===== config.mk =====
export PLATFORM = sky130hd
export DESIGN_NAME = gated_pulse_counter
export DESIGN_NICKNAME = d
export VERILOG_FILES = /design/src/rtl/gated_pulse_counter.sv
export SDC_FILE = /design/constraint.sdc
export NUM_CORES = 1
export LEC_CHECK = 0
export CAP_MARGIN = 20
export CORE_ASPECT_RATIO = 1.1
export CORE_UTILIZATION = 40
export CTS_BUF_LIST = sky130_fd_sc_hd__clkbuf_16
export DETAILED_ROUTE_END_ITERATION = 10
export SETUP_SLACK_MARGIN = 0.15
export SLEW_MARGIN = 20
export SYNTH_ARGS = -nofsm -noshare
export SYNTH_HDL_FRONTEND = slang
export SYNTH_SLANG_ARGS = --single-unit
export TNS_END_PERCENT = 100

===== constraint.sdc =====
create_clock -name CLK -period 2.8 [get_ports CLK]
set_input_delay 0.7 -clock CLK [delete_from_list [all_inputs] [get_ports CLK]]
set_output_delay 0.7 -clock CLK [all_outputs]
set_load 0.05 [all_outputs]

===== src/rtl/gated_pulse_counter.sv =====
// Multi-channel gated pulse counter: counts synchronised VMOD rising edges over a
// 2^(TW-MODE) cycle window and latches per-channel counts/saturation flags at each boundary.
module gated_pulse_counter #(
  parameter int unsigned WIDTH       = 16,
  parameter int unsigned TW          = 16,
  parameter int unsigned CH          = 4,
  parameter int unsigned SYNC_STAGES = 2
) (
  input  logic                  CLK,
  input  logic                  RST_N,
  input  logic                  EN,
  input  logic [1:0]            MODE,
  input  logic [CH-1:0]         VMOD,
  output logic [CH*WIDTH-1:0]   Q,
  output logic [CH-1:0]         OVF,
  output logic                  VALID,
  output logic [TW-1:0]         timer
);

  localparam int unsigned LAST_SYNC = SYNC_STAGES - 1;

  logic [CH-1:0]    sync_q [SYNC_STAGES];
  logic [CH-1:0]    dly_q;
  logic [CH-1:0]    edge_c;
  logic [CH-1:0]    full_c;
  logic [WIDTH-1:0] count_q [CH];
  logic [CH-1:0]    sat_q;
  logic [1:0]       mode_l;
  logic [TW-1:0]    last_c;
  logic             term_c;

  // Synchroniser chain plus edge-detect delay flop; runs regardless of EN.
  always_ff @(posedge CLK or negedge RST_N) begin
    if (!RST_N) begin
      for (int s = 0; s < int'(SYNC_STAGES); s++) sync_q[s] <= '0;
      dly_q <= '0;
    end else begin
      sync_q[0] <= VMOD;
      for (int s = 1; s < int'(SYNC_STAGES); s++) sync_q[s] <= sync_q[s-1];
      dly_q <= sync_q[LAST_SYNC];
    end
  end

  assign edge_c = sync_q[LAST_SYNC] & ~dly_q;
  assign last_c = {TW{1'b1}} >> mode_l;
  assign term_c = (timer == last_c);

  always_comb begin
    full_c = '0;
    for (int i = 0; i < int'(CH); i++) full_c[i] = &count_q[i];
  end

  // Window timer, per-channel counters and the latched result registers.
  always_ff @(posedge CLK or negedge RST_N) begin
    if (!RST_N) begin
      timer  <= '0;
      mode_l <= '0;
      VALID  <= 1'b0;
      Q      <= '0;
      OVF    <= '0;
      sat_q  <= '0;
      for (int i = 0; i < int'(CH); i++) count_q[i] <= '0;
    end else if (!EN) begin
      timer  <= '0;
      mode_l <= MODE;
      VALID  <= 1'b0;
      sat_q  <= '0;
      for (int i = 0; i < int'(CH); i++) count_q[i] <= '0;
    end else if (term_c) begin
      // Terminal-cycle edges are credited to the closing window.
      timer  <= '0;
      mode_l <= MODE;
      VALID  <= 1'b1;
      sat_q  <= '0;
      for (int i = 0; i < int'(CH); i++) begin
        count_q[i] <= '0;
        Q[i*WIDTH +: WIDTH] <= full_c[i] ? count_q[i] : count_q[i] + WIDTH'(edge_c[i]);
        OVF[i] <= sat_q[i] | (full_c[i] & edge_c[i]);
      end
    end else begin
      timer <= timer + TW'(1);
      VALID <= 1'b0;
      for (int i = 0; i < int'(CH); i++) begin
        if (edge_c[i] && !full_c[i]) count_q[i] <= count_q[i] + WIDTH'(1);
        if (edge_c[i] && full_c[i])  sat_q[i]   <= 1'b1;
      end
    end
  end

endmodule


* Yosys cells after proc, flatten, opt, wreduce, memory -nomap -nowiden *
Index checks and enable logic that the tools add are counted.

operators by class
  add/subtract/negate cells = 9
  equality and inequality tests = 10
  shift operators = 1
  multiplexer cells = 22
  bitwise gates (word level) = 10
  reductions and logical operators = 17

operators with widths
  kind                                                                     number
  16-bit two-way mux                                                       10
  64-bit two-way mux                                                       2
  16-bit by 1-bit adder with 16-bit output, second input constant          5
  16-bit by 1-bit adder with 16-bit output                                 4
  16-bit AND reduction                                                     4
  3-bit by 1-bit inequality test with 1-bit output, second input constant  8
  16-bit == test                                                           1
  16-bit by 2-bit right shift with 16-bit output, first input constant     1
  1-bit logical AND                                                        8
  4-bit two-way mux                                                        2
  1-bit two-way mux                                                        6
  1-bit bitwise AND                                                        4
  4-bit bitwise AND                                                        1
  1-bit zero test                                                          4
  2-bit two-way mux                                                        2
  4-bit inverter                                                           1
  1-bit OR                                                                 4
  2-bit by 1-bit inequality test with 1-bit output, second input constant  1
  2-bit AND reduction                                                      1

storage, ports and cells
  flip-flop bits (word level) = 167
  input bits = 9
  output and inout port bits = 85
  word-level logic and storage cells = 85

* Logic depth before layout (Yosys ltp) *
Gate-level depths: netlist (run 1).

  depth after elaboration = 6
  gate-level depth with buffers = 9
  mapped depth without buffers = 9

* Worst setup path after synthesis (run 1) *
OpenSTA, ideal clock, no wires.

  path kind = reg2reg
  start = register timer[0]
  end = register mode_l[0]
  library setup time = 125 ps
  data arrival time = 2,146 ps
  data required time = 2,675 ps
  setup slack = 529 ps
  cell stages (with the launch flop) = 8
  buffers on the path = 1
  period minus slack after synthesis = 2,271 ps
  cells stage by stage = dfrtp_1 > ha_1 > inv_1 > nor4_2 > o21ai_0 > nand2_1 > buf_2 > mux2_2

on the way
  word-level cells in the longest chain between the ends = 2

ends and longest elaborated chain
  item                                                        line  text
  start, declared                                             17    output logic [TW-1:0] timer
  start signal, assigned                                      81    timer <= timer + TW'(1);
  16-bit == test                                              46    assign term_c = (timer == last_c);
  2-bit by 1-bit inequality test with 1-bit output (no line)  n/a
  end signal, assigned                                        57    mode_l <= '0;
  end signal, assigned                                        65    mode_l <= MODE;
  end signal, assigned                                        72    mode_l <= MODE;
  end, declared                                               28    logic [1:0] mode_l;

Every way passes these cells.
A chain may end at the register's enable or synchronous reset.

* Final worst setup path (run 1) *
  start = register timer[13]
  end = output port timer[13]

No word-level cell between the ends.

==> reports/qor.txt, run 1 <==
WP data arrival = 1.74 ns
Clock sink count = 167
CTS max path bufs = 2
P_leak = 4.101 nW
Layout cells sized above 1 = 8.248%
Post-synth top area share = 49.08%
Status = complete, no violations
Routability cong. = 0.8394
Final Net Count = 992
Antenna diodes = 0
Setup crit start kind = flip-flop
Max_cap viols = 0
Post-synth EDFFs = 0
Buffer and inverter count on the worst path = 1
Die Y = 155.0 microns
WL per Instance = 14.96 microns
Antenna-violating nets left = 0
Pwr Density = 467.8 nW/um^2
Final period util = 87.28%
Post-CTS Setup Bufs = 0
# H-tree levels = 4
Hpwl dp = 13.13 mm
Number of global-route vias before repair = 6420
Largest net degree at the start of global routing = 73
Gr ovfl total = 0
Final hold violations = 0
Final critical-path required period = 2.444 ns
Syn_area_per_cell = 9.524 sq um
Initial Util = 41.11%
# DRC = 0
TritonCTS clock tree = yes
Crit-path cells = clkdlybuf4s50_1
Post-synth top flop = dfrtp_1
Crit-path slowest cell = clkdlybuf4s50_1
Worst skew pair latency = 0.42 ns
Tot GR Track Use = 18.68%
FF-to-FF setup slack = 0.54 ns
Largest cells by area after synthesis = dfrtp_1 (49%), xnor2_1 (6.7%), nor2_1 (5.6%)
CTS clk-pin slew, worst paths = 0.07 ns
Final Power = 4.797 mW
Setup total negative slack = 0 ns
Kind of critical path = reg2out
Crit path depth = 1
RSZ-0062 raised after global routing = false
Synth Cell Area = 8514 sq um
Crit path max-delay family = buffers and inverters
Final Max Slew Viols = 0
Worst hold path type = in2async
Synth warn = 0
VDD IR max = 417.2 uV
Final wirelength = 18.96 mm
Initial antenna violation count = 0
# setup viols final = 0
Fin Clk Skew = 0.008969 ns
Cells after Synth = 894
Least-Margin Pin Slew = 0.6202 ns
Register area share after synthesis = 49.08%
Crit end category = primary output
Total core area = 20710 sq um
CP peak stage delay = 0.85 ns
Die ar. = 21870 sq um
First-pass GRT wire length = 32.73 mm
CP max FO = 7
Via/cell ratio = 5.132
Slew margin rel. = 58.66%
Seq cells post-synth = 167
Horiz. Die Dim = 141.1 microns
Post-CTS Resized = 0
Netlist cell types = 64
Row count = 55
# IOs = 94
Area grow syn2layout = 20.44%
Critical Path RT = 2.10 ns
Post-synth net total = 916
DRT iter0 DRCs = 291
FMAX = 0.4092 GHz
Num CTS Buffers = 17
1st-pass router iterations = 4
DR vias = 6502
Port Buffers = 93
Cts-stage hold buffer count = 0
Cell taking the most area after synthesis = dfrtp_1
Root Buffer = clkbuf_16
R2R cell count = 7
Post-synthesis async set-or-reset flop share = 100.0%
## layer usage
layer / track usage [%] / up-vias / routed length, microns
li1: - / 3252 / -
met5: 0 / - / 0
met3: 3.847 / 16 / 808
met2: 29.47 / 137 / 8795
met1: 25.93 / 3097 / 9158
met4: 5.331 / 0 / 193
## flip-flops by register name, summed over array words and instances (netlist names)
register and count:
sat_q 4, count_q 64, sync_q 8, VALID 1, dly_q 4, mode_l 2
Q 64, timer 16, OVF 4
## power by group
group          switching, mW  internal, mW  leakage (nW)
Sequential            0.0224          2.44          2.30
Combinational          0.118        0.0588          1.56
Clock                  0.958          1.21         0.247
Total                   1.10          3.70          4.10
## cell usage in the layout (no fill, tap or decap), types with 11 or more instances in the layout
cell	instances
nor2_1	126
a31oi_1	14
clkbuf_16	17
buf_4	22
a21oi_1	20
xor2_1	39
nand3_1	37
clkdlybuf4s50_1	92
a211oi_1	11
nor4_1	14
ha_1	13
o21ai_0	45
xnor2_1	65
nand4_1	32
dfrtp_1	167
nand2_1	107
nor3_1	27
## area by class of cell
type,instances,area (sq um)
Clock inverter,14,113.9
Sequential cell,167,4179
Fill cell,1950,10460
Clock buffer,17,425.4
Inverter,8,30.03
Tap cell,285,356.6
Multi-Input combinational cell,659,4013
Timing Repair Buffer,117,1137
## cells by family (layout without fill, tap and decap cells)
| family | count (synthesis) | in the layout | share of synthesized area [%] |
|---|---|---|---|
| flops | 167 | 167 | 49.08 |
| buf+inv | 68 | 156 | 3.923 |
| xor+xnor | 104 | 104 | 10.70 |
| fa+ha+maj | 13 | 13 | 1.910 |
| simple gates | 410 | 410 | 24.28 |
| compound gates | 121 | 121 | 8.758 |
| mux | 11 | 11 | 1.352 |
## synthesized netlist by cell type (2+ instances only)
cell type / n
clkbuf_2: 4
nand4_1: 32
inv_1: 8
nand2_1: 108
nand4_2: 2
o31ai_2: 2
nand4_4: 2
nor3_1: 27
nor4_4: 2
o21ai_0: 45
nor2_1: 126
and3_1: 9
clkbuf_1: 18
or2_2: 2
buf_2: 32
a21o_1: 3
dfrtp_1: 167
mux2i_1: 7
and4_1: 5
ha_1: 13
a311oi_1: 3
mux2_2: 4
nand2b_1: 3
a21oi_1: 20
and2_1: 5
xnor2_1: 65
buf_6: 4
nor4b_1: 3
xor2_1: 39
nand3b_1: 2
o31ai_1: 6
or4_1: 2
nand3_1: 37
a31oi_1: 14
nor3b_1: 2
nor4bb_1: 2
or3_1: 10
a211oi_1: 11
o21ai_1: 7
nor2b_1: 2
nor4_1: 14
and3_4: 3
## worst reg2reg max path: stages, from the launching register on
cell and delay [ns]:
dfrtp_1 0.41, ha_1 0.31, inv_1 0.08, nor4_2 0.46
o21ai_0 0.23, nand2_2 0.20, buf_4 0.34, nor2_1 0.11
## per-stage QoR
stage / area (sq um) / hold slack [ns] / std cells / worst slack [ns] / utilization, %
3_5_place_dp: 9716 / 0.3364 / 1236 / 0.5296 / 46.90
3_3_place_gp: 9716 / 0.3337 / 1236 / 0.5474 / 46.90
4_1_cts: 10250 / 0.2837 / 1267 / 0.3315 / 49.51
6_report: 10250 / 0.2552 / 1267 / 0.3562 / 49.51
2_1_floorplan: 8514 / 0.3312 / 894 / 0.5290 / -
5_1_grt: 10250 / 0.2950 / 1267 / 0.2719 / 49.51
## path summary, 6_finish.rpt
| path | from | to |
|---|---|---|
| min | RST_N | Q[40]$_DFFE_PN0P_ |
| max reg2reg | timer[0]$_DFF_PN0_ | count_q[52]$_DFFE_PN0P_ |
| min in group CLK | sync_q[6]$_DFF_PN0_ | sync_q[2]$_DFF_PN0_ |
| max | timer[13]$_DFF_PN0_ | timer[13] |
| max in group asynchronous | RST_N | timer[10]$_DFF_PN0_ |
| min reg2reg | sync_q[6]$_DFF_PN0_ | sync_q[2]$_DFF_PN0_ |
(Power assumes the default switching activity.)
==> inputs of run 2 (changes only) <==
--- a/config.mk
+++ b/config.mk
@@ -10,6 +10,7 @@
 export CORE_UTILIZATION = 40
 export CTS_BUF_LIST = sky130_fd_sc_hd__clkbuf_16
 export DETAILED_ROUTE_END_ITERATION = 10
+export PLACE_DENSITY = 0.65
 export SETUP_SLACK_MARGIN = 0.15
 export SLEW_MARGIN = 20
 export SYNTH_ARGS = -nofsm -noshare
==> run 2 against run 1 <==
  * Total power grew 4.2%
  * Clock skew rose by 0.00084 ns
  * First-iteration DRC count is 53% higher
  * Via count up 2.0%
  * Worst setup slack got worse by 0.015 ns
  * Non-clock buffer count down 7
  * Final cell count shrank 0.47%
  * Register-to-register slack worse by 0.08 ns
  * Count of clock-buffer cells in the layout unchanged
  * Maximum frequency decreased by 0.61%
  * Critical endpoint unchanged
  * Highest routed layer unchanged
==> reports/qor.txt, run 2 (synthesis gave the netlist of run 1 again) <==
Worst hold path type = in2async
Max_cap viols = 0
# setup viols final = 0
Most frequent cells in the layout = dfrtp_1 (167), nor2_1 (126), nand2_1 (107)
CP max FO = 7
Setup total negative slack = 0 ns
Num CTS Buffers = 17
Layout cells sized above 1 = 7.480%
WL per Instance = 15.14 microns
Worst skew pair latency = 0.43 ns
Initial Util = 41.11%
Crit-path slowest cell = clkdlybuf4s50_1
Final instance area = 10280 sq um
R2R cell count = 7
Initial antenna violation count = 0
TritonCTS clock tree = yes
Tot GR Track Use = 18.62%
Row count = 55
Die ar. = 21870 sq um
Fin Clk Skew = 0.009813 ns
Final period util = 87.81%
Final Max Slew Viols = 0
# H-tree levels = 4
Root Buffer = clkbuf_16
CTS clk-pin slew, worst paths = 0.06 ns
Status = complete, no violations
Buffer and inverter count on the worst path = 1
Worst Setup EP = timer[13]
First-pass GRT wire length = 32.57 mm
Final critical-path required period = 2.459 ns
Crit path max-delay family = buffers and inverters
WP data arrival = 1.76 ns
Top flop regs = Q: 64 flops, count_q: 64 flops, timer: 16 flops
DR vias = 6629
CP peak stage delay = 0.85 ns
# IOs = 94
Crit path from = timer[13]$_DFF_PN0_
Post-CTS Resized = 0
Antenna diodes = 0
Port Buffers = 93
Post-CTS Setup Bufs = 0
Worst r2r dst = count_q[46]$_DFFE_PN0P_
Total core area = 20710 sq um
Horiz. Die Dim = 141.1 microns
Pwr Density = 486.2 nW/um^2
VDD IR max = 435.4 uV
Die Y = 155.0 microns
Final Net Count = 985
RSZ-0062 raised after global routing = false
Clock sink count = 167
Final hold violations = 0
Slew margin rel. = 60.40%
Antenna-violating nets left = 0
# DRC = 0
FMAX = 0.4067 GHz
DRT iter0 DRCs = 444
Least-Margin Pin Slew = 0.5940 ns
1st-pass router iterations = 6
Crit path depth = 1
Routability cong. = 0.8682
Final wirelength = 19.10 mm
Kind of critical path = reg2out
Largest net degree at the start of global routing = 107
Setup WS post-layout = 0.3413 ns
Via/cell ratio = 5.257
CTS max path bufs = 2
Crit-path cells = clkdlybuf4s50_1
Area after DPL = 9688 sq um
P_leak = 4.122 nW
Number of global-route vias before repair = 6435
Commonest non-fill, non-tap cell in the layout = dfrtp_1
Setup crit start kind = flip-flop
Dpl ws = 0.4438 ns
Reg2reg start = timer[0]$_DFF_PN0_
Cts-stage hold buffer count = 0
FF-to-FF setup slack = 0.46 ns
Gr ovfl total = 0
Crit end category = primary output
Critical Path RT = 2.10 ns
Area grow syn2layout = 20.72%
Hpwl dp = 13.02 mm
Filler Cell Count = 1949
[run 2: worst min path at each step]
stage                           to  slack, ns  depth (start not counted)
2_1_floorplan  sync_q[0]$_DFF_PN0_       0.33                          0
3_3_place_gp   sync_q[1]$_DFF_PN0_       0.33                          0
3_5_place_dp   sync_q[2]$_DFF_PN0_       0.33                          0
4_1_cts         timer[0]$_DFF_PN0_       0.20                          1
5_1_grt         timer[9]$_DFF_PN0_       0.22                          1
6_report        timer[9]$_DFF_PN0_       0.20                          1
[run 2: area by class of cell]
class / count / area (sq um) / area share, %
timing repair buffer: 110 / 1110 / 10.80
inverter: 8 / 30.03 / 0.2921
tap: 285 / 356.6 / 3.469
clock inverter: 15 / 165.2 / 1.607
sequential: 167 / 4179 / 40.66
clock buffer: 17 / 425.4 / 4.139
multi-input combinational: 659 / 4013 / 39.04
[run 2: through the flow]
step           std cells  power, mW  utilization, %  hold WS [ns]
6_report            1261      4.997           49.62        0.1998
4_1_cts             1261      5.067           49.62        0.2046
3_3_place_gp        1229      2.683           46.77        0.3338
3_5_place_dp        1229      2.687           46.77        0.3347
5_1_grt             1261      5.188           49.62        0.2204
2_1_floorplan        894      2.579               -        0.3312
[run 2: power breakdown]
part,switching [mW],internal [mW],total (mW)
logic,0.119,0.0591,0.178
registers,0.0246,2.43,2.46
clock network,0.969,1.39,2.36
[run 2: routing by layer]
metal  track usage (%)  routed length [microns]  up-vias
met5                 0                        0        -
met1             24.74                     9007     3190
met3             3.693                      784       31
met2             30.03                     8984      157
met4             6.988                      319        0
li1                  -                        -     3251
